--- config.mk ---
export PLATFORM = sky130hd
export DESIGN_NAME = regfile_sequencer
export DESIGN_NICKNAME = d
export VERILOG_FILES = /design/src/rtl/regfile_sequencer.sv
export SDC_FILE = /design/constraint.sdc
export NUM_CORES = 1
export LEC_CHECK = 0
export ABC_AREA = 1
export BUFFER_PORTS_ARGS = -buffer_cell sky130_fd_sc_hd__buf_2
export CORE_AREA = 4 4 65 67
export DETAILED_ROUTE_END_ITERATION = 10
export DIE_AREA = 0 0 69 71
export GPL_TIMING_DRIVEN = 1
export PLACE_DENSITY = 0.82
export SLEW_MARGIN = 15
export SYNTH_ARGS = -nofsm -noshare
export SYNTH_HDL_FRONTEND = slang
export SYNTH_SLANG_ARGS = --single-unit
--- constraint.sdc ---
create_clock -name clk -period 1.9 [get_ports clk]
set_input_delay 0.475 -clock clk [delete_from_list [all_inputs] [get_ports clk]]
set_output_delay 0.475 -clock clk [all_outputs]
set_load 0.01 [all_outputs]
--- src/rtl/regfile_sequencer.sv ---
// Purpose: steps one instruction at a time through a single-port 4x4 register file and an external
//          combinational ULA (read ra, read rb, execute, write rd); also load-immediate and readback.
// Latency: accept->done is ALU 6, READ 3, LOAD 2, reserved 1 cycles; backpressure: instr_ready only in IDLE.
// Ports:   instr_* (instruction source, valid/ready), rf_* (register file), alu_* (ULA), done/err/result.
// Config:  define SEQ_STATS_EN to add the saturating retired_count[7:0] output.
module regfile_sequencer #(
    parameter int DATA_W = 4,
    parameter int ADDR_W = 2,
    parameter int OP_W   = 3
) (
    input  logic              clk,
    input  logic              reset_n,
    input  logic              instr_valid,
    output logic              instr_ready,
    input  logic [1:0]        instr_cmd,
    input  logic [OP_W-1:0]   instr_op,
    input  logic [ADDR_W-1:0] instr_ra,
    input  logic [ADDR_W-1:0] instr_rb,
    input  logic [ADDR_W-1:0] instr_rd,
    input  logic [DATA_W-1:0] instr_imm,
    output logic [ADDR_W-1:0] rf_addr,
    output logic              rf_we,
    output logic [DATA_W-1:0] rf_data_in,
    input  logic [DATA_W-1:0] rf_data_out,
    output logic [DATA_W-1:0] alu_a,
    output logic [DATA_W-1:0] alu_b,
    output logic [OP_W-1:0]   alu_op,
    input  logic [DATA_W-1:0] alu_result,
    output logic              done,
    output logic              err,
    output logic [DATA_W-1:0] result
`ifdef SEQ_STATS_EN
    ,
    output logic [7:0]        retired_count
`endif
);

    localparam logic [1:0] CMD_ALU  = 2'b00;
    localparam logic [1:0] CMD_LOAD = 2'b01;
    localparam logic [1:0] CMD_READ = 2'b10;

    typedef enum logic [2:0] {
        IDLE,
        RD_A,
        RD_B,
        CAP_B,
        EXEC,
        WB
    } state_t;

    state_t            state;

    // Instruction fields captured at accept; the source is free to change them afterwards.
    logic [1:0]        cmd_q;
    logic [OP_W-1:0]   op_q;
    logic [ADDR_W-1:0] ra_q;
    logic [ADDR_W-1:0] rb_q;
    logic [ADDR_W-1:0] rd_q;
    logic [DATA_W-1:0] imm_q;
    logic [DATA_W-1:0] opa_q;
    logic [DATA_W-1:0] res_q;
    logic [DATA_W-1:0] wb_val;

    assign wb_val = (cmd_q == CMD_LOAD) ? imm_q : res_q;

    // Register-file controls are a pure decode of the state so the write can
    // only ever happen in WB, after both operand reads have completed.
    always_comb begin
        instr_ready = (state == IDLE);
        rf_we       = (state == WB);
        rf_addr     = '0;
        rf_data_in  = '0;
        case (state)
            RD_A:          rf_addr = ra_q;
            RD_B, CAP_B:   rf_addr = rb_q;
            WB: begin
                rf_addr    = rd_q;
                rf_data_in = wb_val;
            end
            default:       rf_addr = '0;
        endcase
    end

    always_ff @(posedge clk or negedge reset_n) begin
        if (!reset_n) begin
            state  <= IDLE;
            cmd_q  <= '0;
            op_q   <= '0;
            ra_q   <= '0;
            rb_q   <= '0;
            rd_q   <= '0;
            imm_q  <= '0;
            opa_q  <= '0;
            res_q  <= '0;
            alu_a  <= '0;
            alu_b  <= '0;
            alu_op <= '0;
            done   <= 1'b0;
            err    <= 1'b0;
            result <= '0;
        end else begin
            done <= 1'b0;
            err  <= 1'b0;
            case (state)
                IDLE: begin
                    if (instr_valid) begin
                        cmd_q <= instr_cmd;
                        op_q  <= instr_op;
                        ra_q  <= instr_ra;
                        rb_q  <= instr_rb;
                        rd_q  <= instr_rd;
                        imm_q <= instr_imm;
                        case (instr_cmd)
                            CMD_ALU, CMD_READ: state <= RD_A;
                            CMD_LOAD:          state <= WB;
                            default: begin
                                // Reserved command retires immediately, no register access.
                                done <= 1'b1;
                                err  <= 1'b1;
                            end
                        endcase
                    end
                end
                RD_A: state <= RD_B;
                RD_B: begin
                    // Read data returned here belongs to the ra address presented in RD_A.
                    opa_q <= rf_data_out;
                    if (cmd_q == CMD_READ) begin
                        result <= rf_data_out;
                        done   <= 1'b1;
                        state  <= IDLE;
                    end else begin
                        state <= CAP_B;
                    end
                end
                CAP_B: begin
                    alu_b  <= rf_data_out;
                    alu_a  <= opa_q;
                    alu_op <= op_q;
                    state  <= EXEC;
                end
                EXEC: begin
                    res_q <= alu_result;
                    state <= WB;
                end
                WB: begin
                    result <= wb_val;
                    done   <= 1'b1;
                    state  <= IDLE;
                end
                default: state <= IDLE;
            endcase
        end
    end

`ifdef SEQ_STATS_EN
    always_ff @(posedge clk or negedge reset_n) begin
        if (!reset_n) begin
            retired_count <= 8'd0;
        end else if (done && (retired_count != 8'hFF)) begin
            retired_count <= retired_count + 8'd1;
        end
    end
`endif

endmodule

# After elaboration in Yosys (flattened, before gate mapping)
# Index checks and enable logic that the tools add are counted.
[totals] register_bits=43 inputBits=26 output_inout_bits=25
[classes] eq_ne=12 n_mux=14 n_reduce_logical=9
[op_table] cell="3-bit one-hot mux with 5 select lines" n=1
[op_table] cell="4-bit two-way mux" n=3
[op_table] cell="4-bit one-hot mux with 2 select lines" n=1
[op_table] cell="3-bit by 2-bit equality test with 1-bit output, second input constant" n=2
[op_table] cell="3-bit equality test, second input constant" n=2
[op_table] cell="2-bit one-hot mux with 3 select lines" n=1
[op_table] cell="3-bit one-hot mux with 2 select lines" n=1
[op_table] cell="2-bit AND reduction" n=3
[op_table] cell="2-bit by 1-bit equality test with 1-bit output, second input constant" n=2
[op_table] cell="2-bit equality test, second input constant" n=2
[op_table] cell="1-bit two-way mux" n=4
[op_table] cell="2-bit inequality test, second input constant" n=2
[op_table] cell="2-bit OR reduction" n=2
[op_table] cell="3-bit by 1-bit equality test with 1-bit output, second input constant" n=1
[op_table] cell="3-bit logical NOT" n=1
[op_table] cell="3-bit two-way mux" n=1
[op_table] cell="3-bit by 1-bit inequality test with 1-bit output, second input constant" n=1
[op_table] cell="1-bit one-hot mux with 3 select lines" n=1
[op_table] cell="3-bit OR reduction" n=1
[op_table] cell="2-bit logical NOT" n=1
[op_table] cell="2-bit two-way mux" n=1
[op_table] cell="2-bit nonzero test" n=1

# Longest topological paths before layout
# Gate-level depths: netlist (run 1).
[depth] word_depth=5 mapped_depth=8 ltp_nobuf=7

# Worst setup path after synthesis (run 1)
# Ideal clock, no wire load.
[synth_path] path_kind="reg-to-output" from="register state[2]" to="output port rf_addr[0]" t_arrival_ns=0.954 setup_slack_ns=0.471 stages_incl_launch_ff=6 path_cell_list="dfrtp_1 > buf_6 > nor2_4 > buf_4 > nand2_1 > nand3_1"
[synth_between] elab_chain_len=3 word_cells_on_any_way=6 classes_between="eq/ne: 4; mux: 1; reduce/logical: 1"
[synth_lines] item="from (decl)" line_no="51" rtl="state_t state;"
[synth_lines] item="from (signal assigned)" line_no="86" rtl="state <= IDLE;"
[synth_lines] item="from (signal assigned)" line_no="114" rtl="CMD_ALU, CMD_READ: state <= RD_A;"
[synth_lines] item="from (signal assigned)" line_no="115" rtl="CMD_LOAD: state <= WB;"
[synth_lines] item="3-bit by 2-bit equality test with 1-bit output" line_no="73" rtl="case (state)"
[synth_lines] item="2-bit OR reduction" line_no="73"
[synth_lines] item="2-bit one-hot mux with 3 select lines *" line_no="73"
[synth_lines] item="to (decl)" line_no="21" rtl="output logic [ADDR_W-1:0] rf_addr,"
# Every way passes the cells marked *; elsewhere a longest branch is shown, timed or not.

# Worst setup path after layout (run 1)
[layout_path] from="register state[0]" to="output port rf_data_in[0]"
[layout_between] elab_chain_len=2
[layout_lines] item="3-bit equality test" line_no="73"
[layout_lines] item="4-bit two-way mux" line_no="73"
[layout_lines] item="to (decl)" line_no="23" rtl="output logic [DATA_W-1:0] rf_data_in,"
# No other way between the ends.

==> summary.txt, run 1 <==
Synthesis
  • Syn avg cell area: 8.88 um^2
  • Synth Area in Compound Gates: 0.0774
  • Synth Net Count: 250
  • Largest family of logic cells by synthesized area: simple AND/OR/NAND/NOR gates
  • Simple-gate share of the synthesized area: 0.294
  • Unique masters post-synth: 25
  • Synth Area in Adders: 0
  • Xor/xnor share of the synthesized area: 0
  • Yosys warns: 0
  • Post-Syn Area: 0.00199 mm^2
  • Sequential area share after synthesis: 0.541
  • Post-Synthesis Cells: 224
  • #FFs+latches synth: 43
  • Multiplexer share of the synthesized area: 0

STA
  • Worst hold slack: 0.137 ns
  • Max-slew violations: 0
  • Fmax: 0.550 GHz
  • Tmin final: between 1.5 and 2 ns
  • Worst Tran Pin Value: 0.479 ns
  • Setup total negative slack: 0 ns
  • Clk_skew: 0.00270 ns
  • Final setup fails: 0
  • Hold Violations, Final: 0
  • Worst slew margin: 0.681
  • Part of the cycle the worst path needs: 0.957

Drt
  • Drt pass-1 iters: 5
  • Initial DRC Count: ~90
  • Routed vias/inst: 4.89
  • Total length of routed wires: 3.97 mm
  • Drc violations: 0
  • Wire length per cell: 12.0 um
  • Vias: 1618
  • DRT antenna net count: 0

Floorplanning
  • Die height: 71 um
  • Starting Density: 0.547
  • Rows: 22
  • Die X: 69 um
  • Boundary pin count: 51
  • Die area: 0.00490 mm^2
  • Core Area: 0.00363 mm^2

GRT
  • Total gr overflow: 0
  • Vias in the first global route: 1624
  • All-Layer GR Usage: 0.176
  • Global-route wire length before repair: 7.04 mm
  • Largest net degree at the start of global routing: 24
  • Initial antenna violation count: 0

Setup path
  • Worst path buffer plus inverter count: 2
  • Cells along the critical path: nand2_4 -> nor2_4 -> nand3_1 -> inv_1 -> buf_2
  • Worst Setup End Kind: output pin
  • WS Path Type: flop to output pin
  • Max incr delay on CP: 0.46 ns
  • Worst path top cell family by delay: flip-flops
  • Crit start category: flop
  • Crit path DAT: about 1.3 ns
  • Worst EP required: between 1 and 1.5 ns
  • CP max FO: 7
  • Slowest CP cell: dfrtp_2

Pwr
  • Final total power: 3.95 mW
  • Leakage: 1.40 nW
  • Worst VDD drop: slightly below 0.0009 V
  • Cell Pwr Density: 1620 mW/mm^2

Layout
  • Finished Layout Cells: 331
  • Most common cell after layout, fill and taps aside: nand2_1
  • N_diodes: 0
  • Share of cells above drive strength 1: 0.339
  • Most frequent cells in the layout: nand2_1 (69), buf_2 (50), dfrtp_1 (41)
  • Final core utilization: 0.671
  • Nets: ~310
  • Synth-to-Final Area Change: 22.7%

Clocking
  • Clock Latency Late Sink: 0.28 ns
  • Deepest clock path buffer count: 2
  • CTS Sinks: 43
  • CTS tree: built
  • CTS Buf Count: 5
  • Htree depth: 2
  • Clock-pin transition on the worst setup and hold timing paths: 0.08 ns
  • Clock root buffer master: clkbuf_8

Hold path
  • Worst Hold Class: input port to async pin

Placement
  • Port bufs: 50
  • Routability Congestion: a little under 0.8
  • Placed cell count: ~320
  • HPWL reported at the end of detailed placement: ~3 mm

Outcome
  • Status: finished clean

Flow run
  • Number of max-cap violations: 0
[worst reg2reg max path: cells and delay by family (launching register included)]
| kind | cells | cell delay, ns |
|---|---|---|
| DFF | 1 | 0.44 |
| buffers and inverters | 3 | 0.36 |
| and+or+nand+nor | 3 | 0.45 |
| AOI/OAI and AO/OA | 1 | 0.11 |
[worst paths after layout]
check | from | to | slack (ns) | cells after the start
setup / recovery | state[0] | rf_data_in[0] | 0.08 | 5
hold reg to reg | alu_a[2] | alu_a[2] | 0.47 | 2
min in group clk | instr_rd[0] | rd_q[0] | 0.41 | 3
hold / removal | reset_n | result[3] | 0.14 | 1
max in group asynchronous | reset_n | state[2] | 1.27 | 2
setup reg to reg | state[2] | state[2] | 0.46 | 7
[where the power goes]
group	total [mW]	switching, mW	internal, mW	leakage [nW]
Sequential	1.58	0.236	1.34	0.519
Clock	0.713	0.288	0.425	0.0612
Combinational	1.66	1.02	0.644	0.818
[sequential cells by signal, indices dropped and copies added (netlist names)]
name	count
alu_a	4
alu_b	4
alu_op	3
cmd_q	2
done	1
err	1
imm_q	4
op_q	3
opa_q	4
ra_q	2
rb_q	2
rd_q	2
res_q	4
result	4
state	3
[cell families (layout without fill, tap and decap cells)]
| logic type | Yosys count | count (layout) |
|---|---|---|
| buf+inv | 34 | 93 |
| flops | 43 | 43 |
| compound gates | 25 | 25 |
| simple gates | 122 | 122 |
[synth_stat cells, drive strengths merged]
| cell | number | area (um^2) |
|---|---|---|
| nor2 | 14 | 93.8 |
| buf | 7 | 65.1 |
| clkbuf | 1 | 3.75 |
| nand2 | 75 | 312 |
| a21oi | 13 | 87.6 |
| nand3 | 31 | 160 |
| inv | 26 | 105 |
| dfrtp | 43 | 1080 |
| o211ai | 1 | 7.51 |
| o21ai | 11 | 58.8 |
| nand4 | 2 | 18.8 |
[layout make-up]
cell class,instances,area [um^2]
multi-input combinational,147,748
sequential,43,1080
inverter,26,105
clock buffer,6,82.6
clock inverter,2,35.0
timing repair buffer,59,330
tap,48,60.1
fill,348,1190
[per-layer routing]
layer	vias to the layer above	track usage	wire length, um
met4	0	0.0607	27
met3	2	0.0469	229
met5	-	0	0
met1	746	0.216	1740
li1	825	-	-
met2	45	0.302	1970
[stage by stage]
| stage | area (um^2) | setup slack [ns] |
|---|---|---|
| global placement | 2270 | 0.335 |
| global route | 2440 | -0.00341 |
| detailed placement | 2270 | 0.268 |
| floorplan | 1990 | 0.471 |
| finish | 2440 | 0.0812 |
| CTS | 2390 | 0.00652 |
[what timing repair did]
item | CTS | global route
buffers inserted | 0 | 5
hold buffers | 0 | 0
setup endpoints to repair | 6 | 6
gates resized for setup | 1 | 4
pin swaps | 0 | 2
Power figures use the tool's default switching activity.
==> inputs of run 2 (changes only) <==
- CORE_AREA: 4 4 65 67 -> 4 4 67 69
- DIE_AREA: 0 0 69 71 -> 0 0 71 73
- PLACE_DENSITY: 0.82 -> 0.77
- clock period: 1.9 -> 1.84 ns (I/O delays scaled with it)
==> run 2 against run 1 <==
  * Total power is 1.4% higher
  * First-iteration DRC count is 17% higher
  * Via count stayed put
  * Core utilization is 5.0 points lower
  * Combinational power is 6% higher
  * Critical path depth stayed put
  * Cell count is 0.91% higher
  * Clock skew is 0.0015 ns higher
  * Count of clock-buffer cells in the layout is 2 higher
  * Wire length is 1.2% higher
  * Register-to-register slack worse by 0.10 ns
  * Sequential share of layout area is 0.11 points higher
  * Critical endpoint is now instr_ready
  * Largest cell class unchanged
==> summary.txt, run 2 (synthesis results as in run 1) <==
Clocking
  • Htree depth: 2 (unchanged)
  • CTS Sinks: 43 (unchanged)
  • Clock Latency Late Sink: 0.29 ns (about the same)
  • CTS Buf Count: 5 (unchanged)
  • Clock root buffer master: clkbuf_8
  • CTS tree: built
  • Deepest clock path buffer count: 2 (unchanged)
  • Clock-pin transition on the worst setup and hold timing paths: 0.08 ns (about the same)

Pwr
  • Clock power frac: 0.160 (-0.020)
  • Final total power: 4.01 mW (+1.4%)
  • Net Sw Frac: 0.396 (+0.00594)
  • Sequential power share: 0.401 (+0.002)
  • Comb pwr share: 0.439 (+0.018)
  • Cell Int Power: 2.42 mW (+0.38%)
  • Leakage: 1.39 nW (-0.55%)
  • Worst VDD drop: 0.000933 V (+5.7%)
  • Cell Pwr Density: 1650 mW/mm^2 (+1.7%)
  • NetSw: 1.59 mW (+2.9%)

STA
  • Setup total negative slack: 0 ns (unchanged)
  • Worst Tran Pin Value: 0.537 ns (+0.0579 ns)
  • Fmax: 0.557 GHz
  • Final setup fails: 0 (unchanged)
  • Max-slew violations: 0 (unchanged)
  • Clk_skew: 0.00421 ns (+0.00152 ns)
  • Tmin final: ~1.8 ns
  • Unrepaired setup endpoints after global routing: true
  • Part of the cycle the worst path needs: 0.975
  • Hold Violations, Final: 0 (unchanged)
  • Worst slew margin: 0.642 (-0.0386)

Floorplanning
  • Starting Density: 0.508 (-0.0392)
  • Core Area: 0.00391 mm^2 (+7.7%)
  • Die area: 0.00518 mm^2 (+5.8%)
  • Die X: 71 um (+2.9%)
  • Die height: 73 um (+2.8%)
  • Rows: 23 (+4.5%)
  • Boundary pin count: 51 (unchanged)

Layout
  • Share of cells above drive strength 1: 0.342 (+0.00233)
  • FF+latch area: 0.00108 mm^2 (-0.12%)
  • Nets: 309 (+0.32%)
  • N_diodes: 0 (unchanged)
  • Synth-to-Final Area Change: 22.3%
  • Area occupied by multi-input gates: 748 um^2 (unchanged)
  • Filler cell count: 373 (+7.2%)
  • Most frequent cells in the layout: nand2_1 (68), buf_2 (50), dfrtp_1 (42)
  • Finished layout cell area: 0.00243 mm^2 (-0.36%)
  • Most common cell after layout, fill and taps aside: nand2_1
  • Finished Layout Cells: 334 (+0.91%)

Setup path
  • CP max FO: 11 (+4)
  • Crit start category: flop
  • Worst Setup End Kind: output pin
  • Worst EP required: 1.38 ns (-0.04 ns)
  • Worst path buffer plus inverter count: 3 (+1)
  • Cells along the critical path: buf_12 -> inv_8 -> nand2_4 -> nor2_8 -> buf_2
  • Worst path top cell family by delay: flip-flops
  • Slowest CP cell: dfrtp_2
  • WS Path Type: flop to output pin
  • Max incr delay on CP: 0.44 ns (-0.02 ns)
  • Crit path DAT: 1.33 ns (about the same)

Placement
  • Placed cell count: 321 (+0.94%)
  • DP Area: 0.00227 mm^2 (-0.11%)
  • HPWL reported at the end of detailed placement: 3.10 mm (+2.5%)
  • Port bufs: 50 (unchanged)
  • Routability Congestion: 0.822 (+3.4%)

Drt
  • Routed vias/inst: 4.84 (-0.90%)
  • Drt pass-1 iters: 6 (+1)
  • DRT antenna net count: 0 (unchanged)
  • Initial DRC Count: 108 (+17%)
  • Drc violations: 0 (unchanged)
  • Vias: 1618 (unchanged)
  • Total length of routed wires: 4.02 mm (+1.2%)
  • Wire length per cell: 12.0 um (+0.30%)

Outcome
  • Status: finished clean

GRT
  • Global-route wire length before repair: 7.21 mm (+2.4%)
  • Vias in the first global route: 1633 (+0.55%)
  • Initial antenna violation count: 0 (unchanged)
  • All-Layer GR Usage: 0.175 (-0.00137)
  • Largest net degree at the start of global routing: 26 (+8.3%)
  • Total gr overflow: 0 (unchanged)

Hold path
  • Worst Hold Class: input port to async pin

Flow run
  • Number of max-cap violations: 0 (unchanged)
[run 2: worst paths after layout]
check                       startpoint          end  slack, ns  depth (start not counted)
setup reg to reg              state[2]     state[2]       0.36                          7
min in group clk           instr_ra[1]      ra_q[1]       0.40                          3
max in group asynchronous      reset_n     res_q[2]       1.15                          2
hold / removal                 reset_n      ra_q[0]       0.15                          1
setup / recovery              state[0]  instr_ready       0.05                          5
hold reg to reg               alu_a[0]     alu_a[0]       0.47                          2
[run 2: worst reg2reg max path, stage by stage (launching register included)]
cell     delay [ns]
dfrtp_1        0.40
buf_4          0.16
nor2_4         0.13
buf_4          0.20
nand2_2        0.21
nand2_1        0.13
inv_1          0.04
a21oi_1        0.12
[run 2: timing repair]
action                                 4_1_cts  5_1_grt
pin swaps                                    1        2
hold buffers                                 0        0
setup endpoints to repair                    6        6
resized for setup                            1        4
endpoints found under the hold margin        0        0
setup buffers                                4        1
[run 2: metrics by stage]
| step | hold WS (ns) | setup WS (ns) | utilization |
|---|---|---|---|
| 2_1_floorplan | 0.164 | 0.426 | - |
| 3_3_place_gp | 0.450 | 0.297 | 0.580 |
| 3_5_place_dp | 0.455 | 0.242 | 0.580 |
| 4_1_cts | 0.154 | -0.00204 | 0.613 |
| 5_1_grt | 0.189 | -0.0290 | 0.621 |
| 6_report | 0.147 | 0.0458 | 0.621 |
[run 2: layer usage]
| layer | up-vias | wire length [um] | track usage |
|---|---|---|---|
| met3 | 5 | 267 | 0.0468 |
| li1 | 826 | - | - |
| met1 | 742 | 1700 | 0.217 |
| met4 | 0 | 40 | 0.0438 |
| met5 | - | 0 | 0 |
| met2 | 45 | 2010 | 0.305 |
[run 2: cell type report]
cell class / count / share of cell area
Timing Repair Buffer: 60 / 0.139
Sequential cell: 43 / 0.443
Clock buffer: 8 / 0.0412
Inverter: 26 / 0.0432
Tap cell: 50 / 0.0257
Multi-Input combinational cell: 147 / 0.308
[run 2: power groups by stage]
stage | Clock, mW | Combinational (mW) | Sequential [mW]
floorplan | 0 | 1.19 | 1.65
finish | 0.642 | 1.76 | 1.60
global route | 0.698 | 2.00 | 1.66
global placement | 0 | 1.61 | 1.62
detailed placement | 0 | 1.65 | 1.64
CTS | 0.658 | 1.72 | 1.61
==> inputs of run 3 (changes only) <==
- CORE_AREA: 4 4 67 69 -> 4 4 65 67
- DIE_AREA: 0 0 71 73 -> 0 0 69 71
- PLACE_DENSITY: 0.77 -> 0.82
- SLEW_MARGIN: 15 -> unset
- clock period: 1.84 -> 2.2 ns (I/O delays scaled with it)
==> run 3 against run 2 <==
  * Core utilization grew 3.2 points
  * Combinational power shrank 25%
  * Sequential power shrank 13%
  * Count of clock-buffer cells in the layout shrank 2
  * Largest power group is now registers
  * Critical path depth is the same
  * Sequential share of layout area grew 1.2 points
  * Highest routed layer unchanged
  * Global-route usage grew 0.37 points
  * Register-to-register slack gained 0.40 ns
  * Wire length shrank 1.0%
  * Total power shrank 17%
  * Sequential cell count is the same
  * Non-clock buffer count shrank 7
==> summary.txt, run 3 (synthesis results as in run 1) <==
Floorplanning
  • Boundary pin count: 51 (unchanged)
  • Die X: 69 um (-2.8%)
  • Die height: 71 um (-2.7%)
  • Die area: 0.00490 mm^2 (-5.5%)
  • Rows: 22 (-4.3%)
  • Starting Density: 0.547 (+0.0392)
  • Core Area: 0.00363 mm^2 (-7.2%)

Hold path
  • Worst Hold Class: input port to async pin

Clocking
  • CTS Sinks: 43 (unchanged)
  • CTS tree: built
  • # hold bufs at CTS: 0 (unchanged)
  • Clock Latency Late Sink: 0.29 ns (about the same)
  • Clock root buffer master: clkbuf_8
  • Clock-pin transition on the worst setup and hold timing paths: 0.08 ns (about the same)
  • Htree depth: 2 (unchanged)
  • Deepest clock path buffer count: 2 (unchanged)
  • CTS Buf Count: 5 (unchanged)

STA
  • Worst Tran Pin Value: 0.611 ns (+0.0740 ns)
  • Tmin final: 2.02 ns
  • Worst slew margin: 0.593 (-0.0494)
  • Fmax: roughly 0.5 GHz
  • Setup total negative slack: 0 ns (unchanged)
  • Unrepaired setup endpoints after global routing: false
  • Hold Violations, Final: 0 (unchanged)
  • Max-slew violations: 0 (unchanged)
  • Clk_skew: 0.00902 ns (+0.00481 ns)
  • Part of the cycle the worst path needs: 0.917
  • Final setup fails: 0 (unchanged)

GRT
  • Vias in the first global route: 1580 (-3.2%)
  • Global-route wire length before repair: 7.09 mm (-1.6%)
  • Initial antenna violation count: 0 (unchanged)
  • All-Layer GR Usage: 0.179 (+0.00372)
  • Largest net degree at the start of global routing: 30 (+15%)
  • Total gr overflow: 0 (unchanged)

Pwr
  • Worst VDD drop: 0.000640 V (-31%)
  • Leakage: 1.36 nW (-2.2%)
  • Cell Pwr Density: 1400 mW/mm^2 (-15%)

Drt
  • Drt pass-1 iters: 4 (-2)
  • Met3 wire length: 257 um (-3.7%)
  • Drc violations: 0 (unchanged)
  • DRT antenna net count: 0 (unchanged)
  • Wire length per cell: 12.2 um (+1.7%)
  • Met2 wire len: 1.91 mm (-5.0%)
  • Routed vias/inst: 4.90 (+1.2%)
  • Top sig layer: met4
  • Vias: 1594 (-1.5%)
  • Metal-1 WL: 1.74 mm (+2.1%)
  • Initial DRC Count: 84 (-22%)
  • Total length of routed wires: 3.98 mm (-1.0%)

Setup path
  • Worst EP required: 1.65 ns (+0.27 ns)
  • Crit path DAT: 1.47 ns (+0.14 ns)
  • Reg2Reg Setup Slack: 0.76 ns (+0.40 ns)
  • WS Path Type: flop to output pin
  • Critical Path Source: state[0]
  • R2r endpoint: imm_q[0]
  • CP endpoint: rf_data_in[3]
  • CP max FO: 10 (-1)
  • Crit start category: flop
  • Worst r2r path cells: 6 (-1)
  • Reg2reg start: state[0]
  • Worst Setup End Kind: output pin

Layout
  • Synth-to-Final Area Change: 19.3%
  • Final core utilization: 0.653 (+0.0317)
  • Most frequent cells in the layout: nand2_1 (69), buf_2 (50), dfrtp_1 (41)
  • Nets: 302 (-2.3%)
  • Most common cell after layout, fill and taps aside: nand2_1
  • Share of cells above drive strength 1: 0.318 (-0.0239)
  • N_diodes: 0 (unchanged)

Placement
  • Port bufs: 50 (unchanged)
  • HPWL reported at the end of detailed placement: 3.07 mm (-0.85%)
  • Routability Congestion: 0.818 (-0.44%)

Outcome
  • Status: finished clean

Flow run
  • Number of max-cap violations: 0 (unchanged)
run 3: changes by cell type in the layout (fill, tap and decap cells not counted), sizes merged:
cell    change
buf         -7
clkbuf      -2
bufinv      +1
clkinv      +1
run 3: layer usage:
metal | vias to the layer above | GRT usage
li1 | 809 | -
met1 | 731 | 0.219
met2 | 45 | 0.303
met3 | 9 | 0.0526
met4 | 0 | 0.0607
met5 | - | 0
run 3: worst min path at each step:
| stage | from | end | slack [ns] |
|---|---|---|---|
| after floorplan | reset_n | alu_a[0] | 0.25 |
| after global placement | alu_a[0] | alu_a[0] | 0.45 |
| after detailed placement | alu_a[0] | alu_a[0] | 0.46 |
| after CTS | reset_n | result[3] | 0.27 |
| after global routing | reset_n | result[3] | 0.30 |
| final | reset_n | result[2] | 0.26 |
run 3: stage by stage:
stage | hold slack [ns] | worst slack (ns) | area [um^2] | power (mW) | cells
floorplan | 0.254 | 0.696 | 1990 | 2.37 | 224
global placement | 0.452 | 0.421 | 2250 | 2.68 | 317
detailed placement | 0.457 | 0.357 | 2250 | 2.74 | 317
CTS | 0.271 | 0.0270 | 2370 | 3.37 | 325
global route | 0.304 | 0.0935 | 2370 | 3.61 | 325
finish | 0.260 | 0.182 | 2370 | 3.33 | 325
run 3: power by group:
| group | total [mW] | leakage (nW) | internal (mW) | switching (mW) |
|---|---|---|---|---|
| Sequential | 1.39 | 0.519 | 1.16 | 0.229 |
| Clock | 0.622 | 0.0612 | 0.367 | 0.255 |
| Combinational | 1.32 | 0.780 | 0.489 | 0.834 |
run 3: area by class of cell:
class | instances | area, um^2
tap | 48 | 60.1
multi-input combinational | 147 | 738
clock inverter | 2 | 35.0
inverter | 26 | 105
sequential | 43 | 1080
fill | 321 | 1260
timing repair buffer | 53 | 273
clock buffer | 6 | 82.6
run 3: critical path, cell delays in order (launching register included):
cell and delay, ns:
dfrtp_2 0.53, nand2_2 0.13, nor2_4 0.18, nand3_1 0.13, inv_1 0.08, buf_2 0.12
run 3: timing repair:
action,in CTS,in global routing
buffers inserted,0,0
setup endpoints to repair,0,6
gates resized for setup,0,2
